<file path="src/rtl/score_bcd_if.sv">
// rtl/score_bcd_if.sv - request/display bundle between a game controller and score_bcd
//
// Signals:
//   score_clr    controller -> score   synchronous new-game clear
//   clear_valid  controller -> score   line-clear event request
//   clear_lines  controller -> score   lines cleared in the event (1..4)
//   ready        score -> controller   high while a request would be accepted
//   digit0..3    score -> display      BCD score digits, ones to thousands
//   level        score -> display      BCD level digit
interface score_bcd_if;
    logic       score_clr;
    logic       clear_valid;
    logic [2:0] clear_lines;
    logic       ready;
    logic [3:0] digit0;
    logic [3:0] digit1;
    logic [3:0] digit2;
    logic [3:0] digit3;
    logic [3:0] level;

    modport master (
        output score_clr, clear_valid, clear_lines,
        input  ready, digit0, digit1, digit2, digit3, level
    );

    modport slave (
        input  score_clr, clear_valid, clear_lines,
        output ready, digit0, digit1, digit2, digit3, level
    );
endinterface

</file>
<file path="src/rtl/score_bcd.sv">
// rtl/score_bcd.sv - four-digit BCD score accumulator with optional level tracking
//
// Ports:
//   clk  rising-edge clock
//   rst  asynchronous active-high reset
//   bus  score_bcd_if.slave (score_clr, clear_valid, clear_lines, ready,
//        digit0..digit3, level)
//
// Parameter LINES_PER_LEVEL (1..15): lines per level step.
// Optional feature macro SCORE_LEVEL_EN: adds the line counter and level
// digit; otherwise level is tied to 0.
//
// An accepted request is added one BCD digit per cycle into a working copy
// of the display; the display is only replaced on the fourth add cycle so
// that partial sums are never visible.
module score_bcd #(
    parameter int LINES_PER_LEVEL = 10
) (
    input  logic        clk,
    input  logic        rst,
    score_bcd_if.slave  bus
);

    typedef enum logic {IDLE, ADD} state_t;

    state_t      state_q, state_d;
    logic [1:0]  idx_q, idx_d;
    logic        carry_q, carry_d;
    logic [3:0]  pts_q, pts_d;
    logic [15:0] work_q, work_d;
    logic [15:0] disp_q, disp_d;

    logic        accept;
    logic        final_edge;
    logic [3:0]  cur_digit;
    logic [3:0]  addend;
    logic [4:0]  sum;
    logic [3:0]  new_digit;
    logic        new_carry;

    generate
        if (LINES_PER_LEVEL < 1 || LINES_PER_LEVEL > 15) begin : g_bad_lpl
            $error("LINES_PER_LEVEL must be in 1..15");
        end
    endgenerate

    function automatic logic [3:0] points_of(input logic [2:0] lines);
        case (lines)
            3'd1:    return 4'd1;
            3'd2:    return 4'd3;
            3'd3:    return 4'd5;
            3'd4:    return 4'd8;
            default: return 4'd0;
        endcase
    endfunction

    assign accept     = (state_q == IDLE) && bus.clear_valid;
    assign final_edge = (state_q == ADD) && (idx_q == 2'd3);

    // One BCD digit adder shared across the four add cycles.
    always_comb begin
        cur_digit = 4'd0;
        case (idx_q)
            2'd0: cur_digit = work_q[3:0];
            2'd1: cur_digit = work_q[7:4];
            2'd2: cur_digit = work_q[11:8];
            2'd3: cur_digit = work_q[15:12];
            default: cur_digit = 4'd0;
        endcase
        addend = (idx_q == 2'd0) ? pts_q : 4'd0;
        sum    = {1'b0, cur_digit} + {1'b0, addend} + {4'd0, carry_q};
        if (sum > 5'd9) begin
            new_digit = 4'(sum - 5'd10);
            new_carry = 1'b1;
        end else begin
            new_digit = sum[3:0];
            new_carry = 1'b0;
        end
    end

    always_comb begin
        state_d = state_q;
        idx_d   = idx_q;
        carry_d = carry_q;
        pts_d   = pts_q;
        work_d  = work_q;
        disp_d  = disp_q;
        if (bus.score_clr) begin
            state_d = IDLE;
            idx_d   = 2'd0;
            carry_d = 1'b0;
            pts_d   = 4'd0;
            work_d  = 16'd0;
            disp_d  = 16'd0;
        end else begin
            case (state_q)
                IDLE: begin
                    if (accept) begin
                        state_d = ADD;
                        idx_d   = 2'd0;
                        carry_d = 1'b0;
                        pts_d   = points_of(bus.clear_lines);
                        work_d  = disp_q;
                    end
                end
                ADD: begin
                    case (idx_q)
                        2'd0: work_d[3:0]   = new_digit;
                        2'd1: work_d[7:4]   = new_digit;
                        2'd2: work_d[11:8]  = new_digit;
                        2'd3: work_d[15:12] = new_digit;
                        default: work_d = work_q;
                    endcase
                    carry_d = new_carry;
                    idx_d   = idx_q + 2'd1;
                    if (final_edge) begin
                        state_d = IDLE;
                        // A carry out of the thousands digit pins the score at 9999;
                        // once there, any non-zero add carries out again.
                        disp_d  = new_carry ? 16'h9999 : {new_digit, work_q[11:0]};
                    end
                end
                default: state_d = IDLE;
            endcase
        end
    end

    always_ff @(posedge clk or posedge rst) begin
        if (rst) begin
            state_q <= IDLE;
            idx_q   <= 2'd0;
            carry_q <= 1'b0;
            pts_q   <= 4'd0;
            work_q  <= 16'd0;
            disp_q  <= 16'd0;
        end else begin
            state_q <= state_d;
            idx_q   <= idx_d;
            carry_q <= carry_d;
            pts_q   <= pts_d;
            work_q  <= work_d;
            disp_q  <= disp_d;
        end
    end

    assign bus.ready  = (state_q == IDLE);
    assign bus.digit0 = disp_q[3:0];
    assign bus.digit1 = disp_q[7:4];
    assign bus.digit2 = disp_q[11:8];
    assign bus.digit3 = disp_q[15:12];

`ifdef SCORE_LEVEL_EN
    logic [2:0] lines_q, lines_d;
    logic [3:0] cnt_q, cnt_d;
    logic [3:0] level_q, level_d;
    logic [4:0] lsum;

    function automatic logic [2:0] line_count(input logic [2:0] lines);
        return (lines >= 3'd1 && lines <= 3'd4) ? lines : 3'd0;
    endfunction

    always_comb begin
        lines_d = lines_q;
        cnt_d   = cnt_q;
        level_d = level_q;
        lsum    = {1'b0, cnt_q} + {2'b00, lines_q};
        if (bus.score_clr) begin
            lines_d = 3'd0;
            cnt_d   = 4'd0;
            level_d = 4'd0;
        end else if (accept) begin
            lines_d = line_count(bus.clear_lines);
        end else if (final_edge) begin
            if (lsum >= 5'(LINES_PER_LEVEL)) begin
                cnt_d = 4'(lsum - 5'(LINES_PER_LEVEL));
                if (level_q != 4'd9) begin
                    level_d = level_q + 4'd1;
                end
            end else begin
                cnt_d = lsum[3:0];
            end
        end
    end

    always_ff @(posedge clk or posedge rst) begin
        if (rst) begin
            lines_q <= 3'd0;
            cnt_q   <= 4'd0;
            level_q <= 4'd0;
        end else begin
            lines_q <= lines_d;
            cnt_q   <= cnt_d;
            level_q <= level_d;
        end
    end

    assign bus.level = level_q;
`else
    assign bus.level = 4'd0;
`endif

endmodule

</file>
<file path="src/flat_wrapper.sv">
// flat-port wrapper written by rule: the top's interface ports become plain ports
module score_bcd_flat 
#(
    parameter int LINES_PER_LEVEL = 10
)
  (clk, rst, bus_score_clr, bus_clear_valid, bus_clear_lines, bus_ready, bus_digit0, bus_digit1, bus_digit2, bus_digit3, bus_level);
  score_bcd_if bus_i ();
  input  logic clk;
  input  logic rst;
  input wire logic [$bits(bus_i.score_clr)-1:0] bus_score_clr;
  input wire logic [$bits(bus_i.clear_valid)-1:0] bus_clear_valid;
  input wire logic [$bits(bus_i.clear_lines)-1:0] bus_clear_lines;
  output wire logic [$bits(bus_i.ready)-1:0] bus_ready;
  output wire logic [$bits(bus_i.digit0)-1:0] bus_digit0;
  output wire logic [$bits(bus_i.digit1)-1:0] bus_digit1;
  output wire logic [$bits(bus_i.digit2)-1:0] bus_digit2;
  output wire logic [$bits(bus_i.digit3)-1:0] bus_digit3;
  output wire logic [$bits(bus_i.level)-1:0] bus_level;
  assign bus_i.score_clr = bus_score_clr;
  assign bus_i.clear_valid = bus_clear_valid;
  assign bus_i.clear_lines = bus_clear_lines;
  assign bus_ready = bus_i.ready;
  assign bus_digit0 = bus_i.digit0;
  assign bus_digit1 = bus_i.digit1;
  assign bus_digit2 = bus_i.digit2;
  assign bus_digit3 = bus_i.digit3;
  assign bus_level = bus_i.level;
  score_bcd #(.LINES_PER_LEVEL(LINES_PER_LEVEL)) u_core (.clk(clk), .rst(rst), .bus(bus_i));
endmodule
</file>
<file path="config.mk">
export PLATFORM = sky130hd
export DESIGN_NAME = score_bcd_flat
export DESIGN_NICKNAME = d
export VERILOG_FILES = /design/src/rtl/score_bcd_if.sv /design/src/rtl/score_bcd.sv /design/src/flat_wrapper.sv
export SDC_FILE = /design/constraint.sdc
export NUM_CORES = 1
export LEC_CHECK = 0
export ABC_AREA = 0
export CAP_MARGIN = 10
export CORE_ASPECT_RATIO = 2
export CORE_MARGIN = 4
export CORE_UTILIZATION = 40
export CTS_CLUSTER_SIZE = 16
export DETAILED_ROUTE_END_ITERATION = 8
export PLACE_DENSITY = 0.7
export SETUP_SLACK_MARGIN = 0.4
export SYNTH_ARGS = -nofsm -noshare
export SYNTH_HDL_FRONTEND = slang
export SYNTH_SLANG_ARGS = --single-unit
</file>
<file path="constraint.sdc">
create_clock -name clk -period 3.3 [get_ports clk]
set_input_delay 0.495 -clock clk [delete_from_list [all_inputs] [get_ports clk]]
set_output_delay 0.495 -clock clk [all_outputs]
set_load 0.03 [all_outputs]
</file>
* Word-level counts from Yosys, hierarchy flattened
Cells that the tools add are included.
** Storage, ports and cells
- Flip-flop bits (word level) :: 40
- Input bits :: 7
- Output and inout port bits :: 21
- Word-level logic and storage cells :: 69
** Operators by class
- Add/sub/neg operators :: 4
- $lt $le $gt $ge :: 1
- Eq/ne operators :: 13
- Muxes and demuxes :: 29
- Bitwise operators :: 1
- Reductions and logical operators :: 12
** Operator list (number)
- 2-to-1 mux 16 bit :: 6
- 2-to-1 mux 4 bit :: 9
- case mux 16 bit (2 select lines) :: 1
- case mux 4 bit (4 select lines) :: 2
- inequality test 3 bit, second input constant :: 4
- AND reduction 2 bit :: 6
- equality test 3 x 2 -> 1 bit, second input constant :: 2
- 2-to-1 mux 1 bit :: 6
- nonzero test 2 bit :: 3
- adder 4 x 4 -> 5 bit :: 1
- adder 5 x 1 -> 5 bit :: 1
- > comparator 5 x 4 -> 1 bit, second input constant :: 1
- equality test 2 bit, second input constant :: 2
- 2-to-1 mux 2 bit :: 2
- case mux 1 bit (2 select lines) :: 2
- case mux 2 bit (2 select lines) :: 1
- subtractor 4 bit, second input constant :: 1
- equality test 3 x 1 -> 1 bit, second input constant :: 1
- equality test 3 bit, second input constant :: 1
- inequality test 3 x 2 -> 1 bit, second input constant :: 1
- adder 2 x 1 -> 2 bit, second input constant :: 1
- equality test 2 x 1 -> 1 bit, second input constant :: 1
- logical AND 1 bit :: 2
- logical NOT 2 bit :: 1
- 2 further kinds :: 2

* Longest topological paths before layout
Gate-level depths: netlist of the first run.
- Word-level depth :: 10
- Gate-level depth with buffers :: 16
- Mapped depth without buffers :: 16

* Worst setup path before layout of the first run
No wires, ideal clock.
- Path type :: flip-flop to flip-flop
- Start :: register u_core.idx_q[0]
- End :: register u_core.work_q[9]
- Arrival :: 3.568 ns
- Data required time :: 3.224 ns
- Path slack :: -0.344 ns
- Cell stages (with the launch flop) :: 17
- Path buffers :: 0
- Period minus slack after synthesis :: 3.644 ns
- Cells stage by stage :: dfrtp_1 inv_1 ha_1 a222oi_1 nand2_1 o21ai_0 fa_1 fa_1 xor2_2 ha_1 a22o_4 o31ai_4 inv_2 ha_1 a21oi_1 o21ai_0 o21ai_1
** Between the ends
- Longest elaborated chain between the ends :: 9
- Elaborated cells on any way between the ends :: 16
- Classes of those cells :: 3 x add/sub; 1 x order compare; 4 x eq/ne; 6 x mux; 2 x reduce/logical
** RTL lines
- from (decl) :: RTL line score_bcd.sv:27 : logic [1:0] idx_q, idx_d;
- from (signal assigned) :: RTL line score_bcd.sv:138 : idx_q <= idx_d;
- equality test 2 bit, or another cell as far along :: RTL line score_bcd.sv:63 : case (idx_q)
- case mux 4 bit (4 select lines) or 2-to-1 mux 4 bit (tied branches) :: RTL line score_bcd.sv:63, score_bcd.sv:70
- adder 4 x 4 -> 5 bit :: RTL line score_bcd.sv:71 : sum = {1'b0, cur_digit} + {1'b0, addend} + {4'd0, carry_q};
- adder 5 x 1 -> 5 bit :: RTL line score_bcd.sv:71
- subtractor 4 bit or > comparator 5 x 4 -> 1 bit (tied branches) :: RTL line score_bcd.sv:73, score_bcd.sv:72
- 2-to-1 mux 4 bit :: RTL line score_bcd.sv:72 : if (sum > 5'd9) begin
- 2-to-1 mux 4 bit :: RTL line score_bcd.sv:107 : case (idx_q)
- case mux 16 bit (2 select lines) :: RTL line score_bcd.sv:96 : case (state_q)
- 2-to-1 mux 16 bit :: RTL line score_bcd.sv:88 : if (bus.score_clr) begin
- to (signal assigned) :: RTL line score_bcd.sv:141 : work_q <= work_d;
- to (decl) :: RTL line score_bcd.sv:30 : logic [15:0] work_q, work_d;
Several ways; a longest one is shown, not always the timed one. The select of a mux whose other input is x is not followed.
A chain may end at the register's enable or synchronous reset.

* Worst setup path after layout of the first run
- Start :: register u_core.idx_q[1]
- End :: register u_core.work_q[5]
** Between the ends
- Longest elaborated chain between the ends :: 9
- Elaborated cells on any way between the ends :: 16
- Classes of those cells :: 3 x add/sub; 1 x order compare; 4 x eq/ne; 6 x mux; 2 x reduce/logical
** RTL lines (RTL line)
- equality test 2 bit, or another cell as far along :: score_bcd.sv:63
- case mux 4 bit (4 select lines) or 2-to-1 mux 4 bit (tied branches) :: score_bcd.sv:63, score_bcd.sv:70
- adder 4 x 4 -> 5 bit :: score_bcd.sv:71
- adder 5 x 1 -> 5 bit :: score_bcd.sv:71
- subtractor 4 bit or > comparator 5 x 4 -> 1 bit (tied branches) :: score_bcd.sv:73, score_bcd.sv:72
- 2-to-1 mux 4 bit :: score_bcd.sv:72
- 2-to-1 mux 4 bit :: score_bcd.sv:107
- case mux 16 bit (2 select lines) :: score_bcd.sv:96
- 2-to-1 mux 16 bit :: score_bcd.sv:88
Several ways; a longest one is shown, not always the timed one. The select of a mux whose other input is x is not followed.

==> results.sh, run 1 <==
export IMPL_status="finished, final reports clean"
export IMPL_drive_above_1_share_pct=23.9
export IMPL_via_count=1865
export IMPL_peakVddDrop_uv=386
export IMPL_multiInputGateArea_um2=1230
export IMPL_start_util_pct=40.8
export IMPL_die_area_um2=6860
export IMPL_diodes=0
export IMPL_syn_to_final_growth_pct=29.8
export IMPL_power_switching_w=0.000355
export IMPL_fp_dieH_um=113
export IMPL_core_area_um2=5420
export IMPL_ys_ff_latch=40
export IMPL_cts_sinks=40
export IMPL_crit_fanout=4
export IMPL_final_cell_mix="dfrtp_1, nor2_1, clkdlybuf4s50_1"
export IMPL_sequentialPowerShare_pct=43.2
export IMPL_setup_ws_ns=0.0314
export IMPL_met2WireLength_mm=3.15
export IMPL_min_path_cells=2
export IMPL_critPathLaunchType="flop"
export IMPL_drt_first_pass_iters=4
export IMPL_worstReg2RegEnd="u_core.work_q[5]$_DFFE_PP0P_"
export IMPL_fin_crit_sh_pct=99.0
export IMPL_grt_usage_pct=18.8
export IMPL_htreeDepth=2
export IMPL_antenna_left=0
export IMPL_powerDensity_nw_per_um2=425
export IMPL_r2r_cells=15
export IMPL_cts_hold_buf=0
export IMPL_cts_tree="yes"
export IMPL_ys_async_sr_fraction_pct=100
export IMPL_cts_root_buf="clkbuf_8"
export IMPL_internal_power_w=0.000867
export IMPL_rows=38
export IMPL_drcViolationCount=0
export IMPL_worst_pin_slew_ns=0.687
export IMPL_yosysSeqAreaShare_pct=45.2
export IMPL_gr_total_overflow=0
export IMPL_cts_buffers=5
export IMPL_drt_iter0_markers=57
export IMPL_p_clk_share_pct=32.7
export IMPL_grt_first_pass_wirelength_mm=9.36
export IMPL_worstReg2RegStart="u_core.idx_q[1]$_DFFE_PP0P_"
export IMPL_grt_max_degree=31
export IMPL_top_layer="met4"
export IMPL_cp_required_ns=3.53
export IMPL_cap_violations=0
export IMPL_io_buffers=23
export IMPL_end_kind="flop"
export IMPL_holdCritPathClass="reg -> reg"
export IMPL_maxSlewViolCount=0
export IMPL_finalWirelength_mm=5.78
export IMPL_min_to="u_core.disp_q[14]$_DFFE_PP0P_"
export IMPL_fin_crit_ns=3.27
export IMPL_hold_start="u_core.disp_q[14]$_DFFE_PP0P_"
export IMPL_crit_arrival_ns=3.49
export IMPL_pwr_share_comb_pct=24.2
export IMPL_ys_warnings_count=0
export IMPL_criticalPathCategory="reg -> reg"
export IMPL_regToRegSetupSlack_ns=0.03
export IMPL_place_gp_congestion=0.925
export IMPL_antenna_found_initial=0
export IMPL_pin_count=28
export IMPL_worst_hold_slack_ns=0.517
export IMPL_setup_viol=0
export IMPL_vias_per_cell=5.69
export IMPL_layout_nets=286
export IMPL_regArea_um2=1000
export IMPL_swShare_pct=29.1
export IMPL_syn_inst=225
export IMPL_totalPowerFinal_w=0.00122
export IMPL_synthDistinctLibCells=44
export IMPL_startpoint="u_core.idx_q[1]$_DFFE_PP0P_"
export IMPL_grt_pass1_vias=1965
export IMPL_p_leak_nw=1.22
export IMPL_wl_met1_mm=2.12
export IMPL_final_common_cell="dfrtp_1"
export IMPL_max_freq_mhz=306
export IMPL_path_clk_slew_ns=0.08
export IMPL_dr_wl_met3_um=165
export IMPL_final_util_pct=53.0
export IMPL_rsz0062_at_grt="true"
export IMPL_finalHoldViolCount=0
export IMPL_syn_avg_cell_area_um2=9.84
export IMPL_clockBufferDepth=2
export IMPL_nFillCells=525
export IMPL_fp_dieW_um=60.6
export IMPL_synth_edf_count=0
export IMPL_synth_ff_type="dfrtp_1"
export IMPL_dpl_worst_slack_ns=-0.114
export IMPL_relSlewSlack_pct=54.2
export IMPL_hpwlAfterDp_mm=4.43
export IMPL_clk_latency_ns=0.30
export IMPL_syn_cell_area_um2=2210
export IMPL_clock_skew_ns=0.00724
export IMPL_routedWlPerCell_um=17.6
worst max path at each step:
| stage | to | cells past startpoint | slack [ns] |
|---|---|---|---|
| after floorplan | u_core.work_q[13]$_DFFE_PP0P_ | 15 | -0.03 |
| after global placement | u_core.work_q[9]$_DFFE_PP0P_ | 16 | -0.04 |
| after detailed placement | u_core.work_q[5]$_DFFE_PP0P_ | 16 | -0.11 |
| after CTS | u_core.work_q[5]$_DFFE_PP0P_ | 15 | 0.02 |
| after global routing | u_core.work_q[5]$_DFFE_PP0P_ | 15 | -0.17 |
| final | u_core.work_q[5]$_DFFE_PP0P_ | 15 | 0.03 |
logic make-up (layout without fill, tap and decap cells):
logic type | Yosys count | in the layout | share of synthesized area (%)
compound gates | 70 | 70 | 24.4
xor+xnor | 1 | 1 | 0.735
fa+ha+maj | 12 | 12 | 7.46
buf+inv | 23 | 63 | 4.75
flops | 40 | 40 | 45.2
mux | 2 | 2 | 0.961
other cells | 1 | 4 | 0.169
simple gates | 76 | 76 | 16.3
flip-flops by register name (all words and copies together) (netlist names):
name            flops
u_core.pts_q        4
u_core.state_q      1
u_core.carry_q      1
u_core.idx_q        2
u_core.disp_q      16
u_core.work_q      16
metrics by stage:
stage	TNS, ns	area [um^2]	instances
finish	0	2870	328
detailed placement	-0.397	2640	312
CTS	0	2830	325
global placement	-0.113	2640	312
global route	-1.53	2870	328
floorplan	-0.0638	2300	228
per-layer routing:
layer | up-vias | global-route usage, %
met5 | - | 0
met3 | 21 | 3.65
met2 | 41 | 32.7
met1 | 915 | 19.2
met4 | 0 | 12.4
li1 | 888 | -
critical path, cell delays in order, from the launching register on:
cell and delay (ns):
dfrtp_1 0.43, inv_2 0.09, ha_4 0.16, a222oi_1 0.31, nand2_1 0.11, o21ai_2 0.07, fa_2 0.22, fa_2 0.47
ha_4 0.19, a22o_4 0.25, o31ai_4 0.20, inv_2 0.08, ha_4 0.23, a21oi_4 0.17, o21ai_1 0.09, o21ai_1 0.12
cell type report:
type / count / area share, %
multi-input combinational: 165 / 43.0
clock inverter: 2 / 1.22
inverter: 10 / 1.31
clock buffer: 6 / 2.53
timing repair buffer: 45 / 14.5
sequential: 40 / 34.9
tap: 60 / 2.61
power groups by stage:
| stage | Sequential [W] | Clock (W) | Combinational (W) |
|---|---|---|---|
| after floorplan | 0.000530 | 0 | 0.000184 |
| after global placement | 0.000536 | 0 | 0.000253 |
| after detailed placement | 0.000536 | 0 | 0.000259 |
| after CTS | 0.000527 | 0.000405 | 0.000282 |
| after global routing | 0.000529 | 0.000427 | 0.000319 |
| final | 0.000527 | 0.000399 | 0.000295 |
timing repair:
| action | 4_1_cts | 5_1_grt |
|---|---|---|
| pin swaps | 11 | 8 |
| buffers inserted | 5 | 3 |
| endpoints found under the setup margin | 28 | 29 |
| gates resized for setup | 8 | 5 |
cells in the mapped netlist, drive strengths merged, types with 2 or more instances:
library cell   n  area, um^2
o21ai         14        70.1
ha            10         125
a21oi         17        96.4
inv           10        37.5
a32o           4        40.0
nand3          3        25.0
a311oi         2        17.5
a22oi          2        15.0
nand2         17        63.8
o31ai          2        28.8
a222oi         3        30.0
nor2b          2        12.5
nand2b         5        31.3
o22ai          6        37.5
fa             2        40.0
dfrtp         40        1000
a22o          15         140
clkbuf         4        15.0
nor3          11        60.1
nor2          32         123
and2           3        18.8
buf            9        52.6
Power figures use the tool's default switching activity.
==> run 2, diff against run 1 <==
- SETUP_SLACK_MARGIN: 0.4 -> 0.1
- SLEW_MARGIN: unset -> 40
==> run 2 against run 1 <==
  * Setup slack improved by 0.012 ns
  * Flip-flop and latch count unchanged
  * Combinational power decreased by 7.1%
  * Clock-buffer cell count increased by 1
  * Sequential power hardly changed
  * Cell count fell by 0.61%
  * Non-clock buffer count decreased by 2
  * Utilization is 1.4 points lower
  * Power fell by 7.8%
  * Hold slack worse by 0.010 ns
  * Fmax rose by 0.37%
  * Largest power group unchanged
==> results.sh, run 2 (synthesis results as in run 1) <==
export IMPL_cts_buffers=5
export IMPL_setup_viol=0
export IMPL_place_inst=312
export IMPL_final_common_cell="dfrtp_1"
export IMPL_final_cell_mix="dfrtp_1, nor2_1, clkdlybuf4s50_1"
export IMPL_peakVddDrop_uv=268
export IMPL_min_path_cells=1
export IMPL_drive_above_1_share_pct=21.4
export IMPL_rsz0062_at_grt="true"
export IMPL_max_freq_mhz=307
export IMPL_final_util_pct=51.6
export IMPL_grt_usage_pct=18.7
export IMPL_stdcell_count=326
export IMPL_relSlewSlack_pct=56.8
export IMPL_gr_total_overflow=0
export IMPL_clock_skew_ns=0.00497
export IMPL_worstReg2RegStart="u_core.idx_q[0]$_DFFE_PP0P_"
export IMPL_end_kind="flop"
export IMPL_vias_per_cell=5.74
export IMPL_die_area_um2=6860
export IMPL_fp_dieW_um=60.6
export IMPL_diodes=0
export IMPL_htreeDepth=2
export IMPL_routedWlPerCell_um=17.7
export IMPL_core_area_um2=5420
export IMPL_reg_top3="u_core.disp_q (16), u_core.work_q (16), u_core.pts_q (4)"
export IMPL_clk_latency_ns=0.31
export IMPL_powerDensity_nw_per_um2=403
export IMPL_finalWirelength_mm=5.78
export IMPL_fin_crit_sh_pct=98.7
export IMPL_cp_required_ns=3.53
export IMPL_antenna_found_initial=0
export IMPL_drcViolationCount=0
export IMPL_grt_first_pass_wirelength_mm=9.40
export IMPL_holdCritPathClass="reg -> reg"
export IMPL_hpwlAfterDp_mm=4.47
export IMPL_critPathLaunchType="flop"
export IMPL_fin_crit_ns=3.26
export IMPL_maxSlewViolCount=0
export IMPL_pin_count=28
export IMPL_min_to="u_core.work_q[14]$_DFFE_PP0P_"
export IMPL_cap_violations=0
export IMPL_crit_arrival_ns=3.49
export IMPL_layout_nets=284
export IMPL_cts_root_buf="clkbuf_8"
export IMPL_drt_iter0_markers=66
export IMPL_regToRegSetupSlack_ns=0.04
export IMPL_worst_hold_slack_ns=0.507
export IMPL_dpl_worst_slack_ns=-0.106
export IMPL_cts_hold_buf=0
export IMPL_clockBufferDepth=2
export IMPL_fp_dieH_um=113
export IMPL_criticalPathCategory="reg -> reg"
export IMPL_hold_start="u_core.work_q[14]$_DFFE_PP0P_"
export IMPL_io_buffers=23
export IMPL_setup_ws_ns=0.0435
export IMPL_cts_sinks=40
export IMPL_via_count=1871
export IMPL_place_gp_congestion=0.926
export IMPL_rows=38
export IMPL_antenna_left=0
export IMPL_status="finished, final reports clean"
export IMPL_grt_max_degree=41
export IMPL_start_util_pct=40.8
export IMPL_finalHoldViolCount=0
export IMPL_cts_tree="yes"
export IMPL_r2r_cells=15
export IMPL_p_leak_nw=1.18
export IMPL_syn_to_final_growth_pct=26.3
export IMPL_crit_fanout=4
export IMPL_grt_pass1_vias=1941
export IMPL_drt_first_pass_iters=4
export IMPL_path_clk_slew_ns=0.08
export IMPL_worst_pin_slew_ns=0.647
export IMPL_worstReg2RegEnd="u_core.work_q[9]$_DFFE_PP0P_"
[run 2: cell type report]
class                      instances  area, um^2
fill                             537        2620
multi-input combinational        165        1210
sequential                        40        1000
timing repair buffer              43         393
clock buffer                       7        76.3
tap                               60        75.1
inverter                          10        37.5
clock inverter                     1        5.00
[run 2: routing by layer]
metal	track usage [%]	share of wire (%)	vias to the layer above
met5	0	0	-
met1	19.2	35	927
li1	-	-	880
met3	4.00	3.3	21
met2	32.7	56	43
met4	11.3	5.1	0
[run 2: how the worst max path moves through the flow]
| stage | slack, ns | from | to |
|---|---|---|---|
| floorplan | -0.03 | u_core.idx_q[0]$_DFFE_PP0P_ | u_core.work_q[13]$_DFFE_PP0P_ |
| global placement | 0.01 | u_core.idx_q[0]$_DFFE_PP0P_ | u_core.work_q[9]$_DFFE_PP0P_ |
| detailed placement | -0.11 | u_core.idx_q[0]$_DFFE_PP0P_ | u_core.work_q[9]$_DFFE_PP0P_ |
| CTS | 0.01 | u_core.idx_q[0]$_DFFE_PP0P_ | u_core.work_q[9]$_DFFE_PP0P_ |
| global route | -0.13 | u_core.idx_q[0]$_DFFE_PP0P_ | u_core.work_q[9]$_DFFE_PP0P_ |
| finish | 0.04 | u_core.idx_q[0]$_DFFE_PP0P_ | u_core.work_q[9]$_DFFE_PP0P_ |
[run 2: repair_timing]
item	CTS	global route
gates resized for setup	1	3
setup buffers	5	1
endpoints found under the setup margin	26	26
pin swaps	9	7
[run 2: where the power goes]
part	switching (W)	total [W]	leakage (nW)	internal, W
Clock	0.000175	0.000324	0.0422	0.000148
Sequential	0.0000198	0.000528	0.546	0.000508
Combinational	0.000154	0.000274	0.590	0.000121
[run 2: per-stage QoR]
stage | area (um^2) | power (W) | setup TNS [ns]
after CTS | 2780 | 0.00113 | 0
after global routing | 2800 | 0.00118 | -0.840
after global placement | 2640 | 0.000792 | 0
after floorplan | 2300 | 0.000714 | -0.0687
after detailed placement | 2640 | 0.000797 | -0.317
final | 2800 | 0.00113 | 0
[run 2: critical path: stages, from the launching register on]
cell	delay (ns)
dfrtp_2	0.42
inv_2	0.08
ha_4	0.16
a222oi_1	0.31
nand2_1	0.11
o21ai_2	0.08
fa_2	0.23
fa_2	0.47
ha_4	0.19
a22o_4	0.25
o31ai_4	0.20
inv_2	0.08
ha_4	0.23
a21oi_4	0.17
o21ai_1	0.08
o21ai_1	0.12
==> RTL change 1: new RTL, flow settings as in run 2 <==
The option `SCORE_LEVEL_EN` is turned on by a define.
--- a/src/rtl/score_bcd.sv
+++ b/src/rtl/score_bcd.sv
@@ -14,4 +14,6 @@
 // of the display; the display is only replaced on the fourth add cycle so
 // that partial sums are never visible.
+`define SCORE_LEVEL_EN
+
 module score_bcd #(
     parameter int LINES_PER_LEVEL = 10
Behaviour: no difference found for any inputs over 10 cycles, from zero or initial values and one cycle with rst high; that may be too few to reach the edited logic, so the function may still have changed.
==> RTL change 1 against run 2 <==
Synthesized area is 29% higher; sequential power rose by 27%; count of clock-buffer cells in the layout is 1 lower; global-route usage up 1.1 points; setup slack worse by 0.015 ns; wire length rose by 36%; clock power rose by 67%; total power up 32%; sequential cell count grew 11; maximum frequency is 0.47% lower; final area increased by 31%; critical endpoint unchanged; largest cell class unchanged; largest power group unchanged.
==> RTL change 1: results <==
[sta]
tightest_slew_ns = 0.722
hold_ws_ns = 0.507
fmax_mhz = 306
skew_ns = 0.00644
final-max-slew-violation-count = 0

[cells_and_area]
fillers = 648
finalNetCount = 371
stdcell_count = 436
diodes = 0
drive_gt1_share_pct = 18.5
top_regs = u_core.disp_q (16), u_core.work_q (16)

[worst_setup_path]
critPathArrivalTime_ns = 3.49
path_max_fanout = 4
rrSetupSlack_ns = 0.03

[pwr]
p_leak_nw = 1.57
peakVddDrop_v = 0.000237

[synth]
netlist-cell-type-count = 50
yosysWarningCount = 0
synth_seq_area_share_pct = 44.5
synth-async-reset-ratio_pct = 100
yosys-top-cells-area = dfrtp_1 45%, ha_1 7.0%, a21oi_1 5.1%, nor2_1 5.0%, a32o_1 3.5%
synth_common_cells = 51 x dfrtp_1, 38 x nor2_1, 29 x a21oi_1
syn_nets = 326
syn_avg_cell_area_um2 = 9.55

[clock_tree]
htreeDepth = 2
cts_buffer_depth = 2
root_buffer = clkbuf_16
clk_pin_slew_ns = 0.07
worstSkewPairLatency_ns = 0.30
cts_hold_buf = 0
cts_buffers = 5

[global_route]
grt_max_degree = 29
grt_overflow = 0
grt_pass1_wl_um = 12800
antenna_found_initial = 0
gr-usage-all-layers_pct = 19.9

[outcome]
run_status = finished clean

[place]
place_area_um2 = 3400
portBuffers = 27
placed_cells = 424
dpl_worst_slack_ns = -0.0377
place_congestion = 0.910
dp_hpwl_um = 6030

[route]
drt_pass1_iterations = 5
vias = 2491
wirelength_um = 7850
drtIter0Drc = 126
drc = 0

[hold_path]
hold_class = reg -> reg
==> RTL change 1: cell types whose count changed in the layout (fill, tap and decap cells not counted), sizes merged, moves of 6 or more <==
cell,delta
ha,+6
a22o,-10
o31ai,+6
a32o,+6
a21oi,+12
nor2,+6
nand2,+8
dfrtp,+11
==> RTL change 1: timing repair <==
item	CTS	global route
setup buffers	2	3
setup endpoints to repair	8	27
gates cloned	0	0
resized for setup	20	2
pin swaps	16	11
==> RTL change 1: worst paths after layout <==
path / startpoint / cells after the start / endpoint
max: u_core.idx_q[0] / 14 / u_core.work_q[9]
max reg2reg: u_core.idx_q[0] / 14 / u_core.work_q[9]
min: u_core.work_q[14] / 1 / u_core.work_q[14]
max in group asynchronous: rst / 3 / u_core.carry_q
min in group asynchronous: rst / 2 / u_core.disp_q[0]
min reg2reg: u_core.work_q[14] / 1 / u_core.work_q[14]
==> RTL change 1: final cells by class <==
type	instances	area, um2	area share [%]
Inverter	15	56.3	1.53
Tap cell	90	113	3.07
Clock buffer	6	139	3.78
Multi-Input combinational cell	222	1620	44.0
Clock inverter	2	16.3	0.443
Timing Repair Buffer	50	454	12.4
Sequential cell	51	1280	34.8
==> RTL change 1: critical path, cell delays in order, from the launching register on <==
cell and delay, ns:
dfrtp_2 0.42, inv_2 0.08, ha_4 0.16, a222oi_1 0.30
nand2_1 0.11, o21ai_2 0.08, fa_2 0.23, fa_2 0.45
ha_2 0.20, a22o_1 0.23, o31a_1 0.32, ha_4 0.26
a21oi_4 0.13, o21ai_0 0.10, o21ai_1 0.13
==> RTL change 1: stage by stage <==
step / TNS [ns] / util, %
6_report: 0 / 52.9
5_1_grt: -1.37 / 52.9
4_1_cts: -0.00665 / 52.6
3_5_place_dp: -0.0685 / 48.9
3_3_place_gp: 0 / 48.9
2_1_floorplan: 0 / -
==> RTL change 1: logic make-up after synthesis <==
logic type	count (synthesis)	share of synthesized area, %
xor+xnor	2	0.611
mux	7	2.66
buf+inv	27	3.76
fa+ha+maj	19	9.08
flops	51	44.5
compound gates	88	21.3
simple gates	106	18.1
==> RTL change 1: where the power goes <==
| group | internal [mW] | total, mW | leakage [nW] | switching [mW] |
|---|---|---|---|---|
| Sequential | 0.644 | 0.670 | 0.702 | 0.0258 |
| Combinational | 0.118 | 0.274 | 0.793 | 0.157 |
| Clock | 0.303 | 0.540 | 0.0731 | 0.237 |
| Total | 1.06 | 1.48 | 1.57 | 0.419 |
==> RTL change 1: per-layer routing <==
metal	wire length (um)	GRT usage, %	part of all wire [%]
met1	2740	20.5	35
met2	4210	34.3	54
met3	256	3.16	3.3
met4	640	14.9	8.2
met5	0	0	0
==> RTL change 2: new RTL, settings of run 2 <==
Made on the original files. Put a register stage on the output `bus.digit2`. The value now appears one clock later.
--- a/src/rtl/score_bcd.sv
+++ b/src/rtl/score_bcd.sv
@@ -147,5 +147,7 @@
     assign bus.digit0 = disp_q[3:0];
     assign bus.digit1 = disp_q[7:4];
-    assign bus.digit2 = disp_q[11:8];
+    always_ff @(posedge clk) begin
+        bus.digit2 <= disp_q[11:8];
+    end
     assign bus.digit3 = disp_q[15:12];
 
Check against the original RTL: same outputs for any inputs over 10 cycles, from zero or initial values and one cycle with rst high; that may be too few to reach the edited logic, so the function may still have changed.
==> RTL change 2 against run 2 <==
The flow now finishes with violations (negative setup slack); via count up 8.0%; core utilization down 0.29 points; die area up 7.2%; setup slack worse by 0.090 ns; total power up 17%; first-iteration DRC count up 56%; wire length up 7.1%; synthesized cell count up 16%; final area up 5.6%; sequential cell count up 4; synthesized area up 8.0%; critical endpoint unchanged; largest power group unchanged; highest routed layer unchanged.
==> RTL change 2: results <==
[outcome]
violations = negative setup slack
run_status = finished, violations left

[route]
wire_per_inst_um = 17.6
drtIter0Drc = 103
vias = 2021

[synth]
synth-xor-area-share_pct = 0.366
synth_seq_area_share_pct = 45.2
synth-async-reset-ratio_pct = 90.9
netlist-cell-type-count = 40
synth_compound_area_share_pct = 20.3
yosys-top-cells-area = dfrtp_1 42%, nor2_1 5.5%, ha_1 5.2%, a21oi_1 5.0%, buf_4 5.0%
synth_common_cells = 40 x dfrtp_1, 35 x nor2_1, 27 x nand2_1
syn_avg_cell_area_um2 = 9.13
synth-adder-area-share_pct = 6.91

[clock_tree]
ctsResizeCount = 4
root_buffer = clkbuf_16
clk_pin_slew_ns = 0.06
cts.sinks = 44
worstSkewPairLatency_ns = 0.29
cts_setup_buffers = 6

[hold_path]
hold_class = reg -> reg
worstHoldStart = u_core.disp_q[8]
worstHoldPathCells = 0
holdPathEnd = u_core.bus.digit2[0]

[cells_and_area]
register_area_um2 = 1080
drive_gt1_share_pct = 17.6
multi_input_area_share_pct = 41.1
num-multi-input-gates = 182
clk_share_pct = 4.66
top_regs = u_core.disp_q (16), u_core.work_q (16)
fillers = 544
finalNetCount = 308
nNonClkBuffers = 46

[sta]
fin_tns_setup_ns = -0.270
finalSetupViolations = 9
tightest_slew_ns = 0.851
setup_slack_ns = -0.0466
skew_ns = 0.00517
hold_ws_ns = 0.399

[global_route]
grt_pass1_vias = 2100
grt_pass1_wl_um = 10300
gr-usage-all-layers_pct = 17.9

[place]
placed_cells = 334
dp_hpwl_um = 4440
dpl_worst_slack_ns = -0.0248

[pwr]
peakVddDrop_v = 0.000269
p_leak_nw = 1.25

[worst_setup_path]
crit_type = reg -> reg
slowest_stage = fa_2
r2r_cells = 14
r2r-start = u_core.idx_q[1]
## RTL change 2: power breakdown
part           switching, mW  internal (mW)  total [mW]
clock                  0.209          0.280       0.489
combinational          0.144          0.107       0.251
sequential            0.0184          0.556       0.574
## RTL change 2: logic make-up (layout without fill, tap and decap cells)
kind of cell             Yosys count  in the layout
AND/OR/NAND/NOR                   93             93
buffers and inverters             39             64
other                              1              4
adder cells (fa/ha/maj)           12             12
XOR/XNOR                           1              1
AO/OA/AOI/OAI                     70             70
flip-flops                        44             44
multiplexers                       2              2
## RTL change 2: layer usage
| layer | GRT usage, % | wire length [um] |
|---|---|---|
| met5 | 0 | 0 |
| met3 | 3.06 | 260 |
| met2 | 33.4 | 3460 |
| met4 | 12.3 | 331 |
| met1 | 17.0 | 2140 |
## RTL change 2: metrics by stage
stage	util (%)	area, um2	power, mW
detailed placement	47.0	2700	0.798
CTS	50.7	2920	1.30
global placement	47.0	2700	0.792
global route	51.3	2950	1.36
finish	51.3	2950	1.31
floorplan	-	2480	0.727
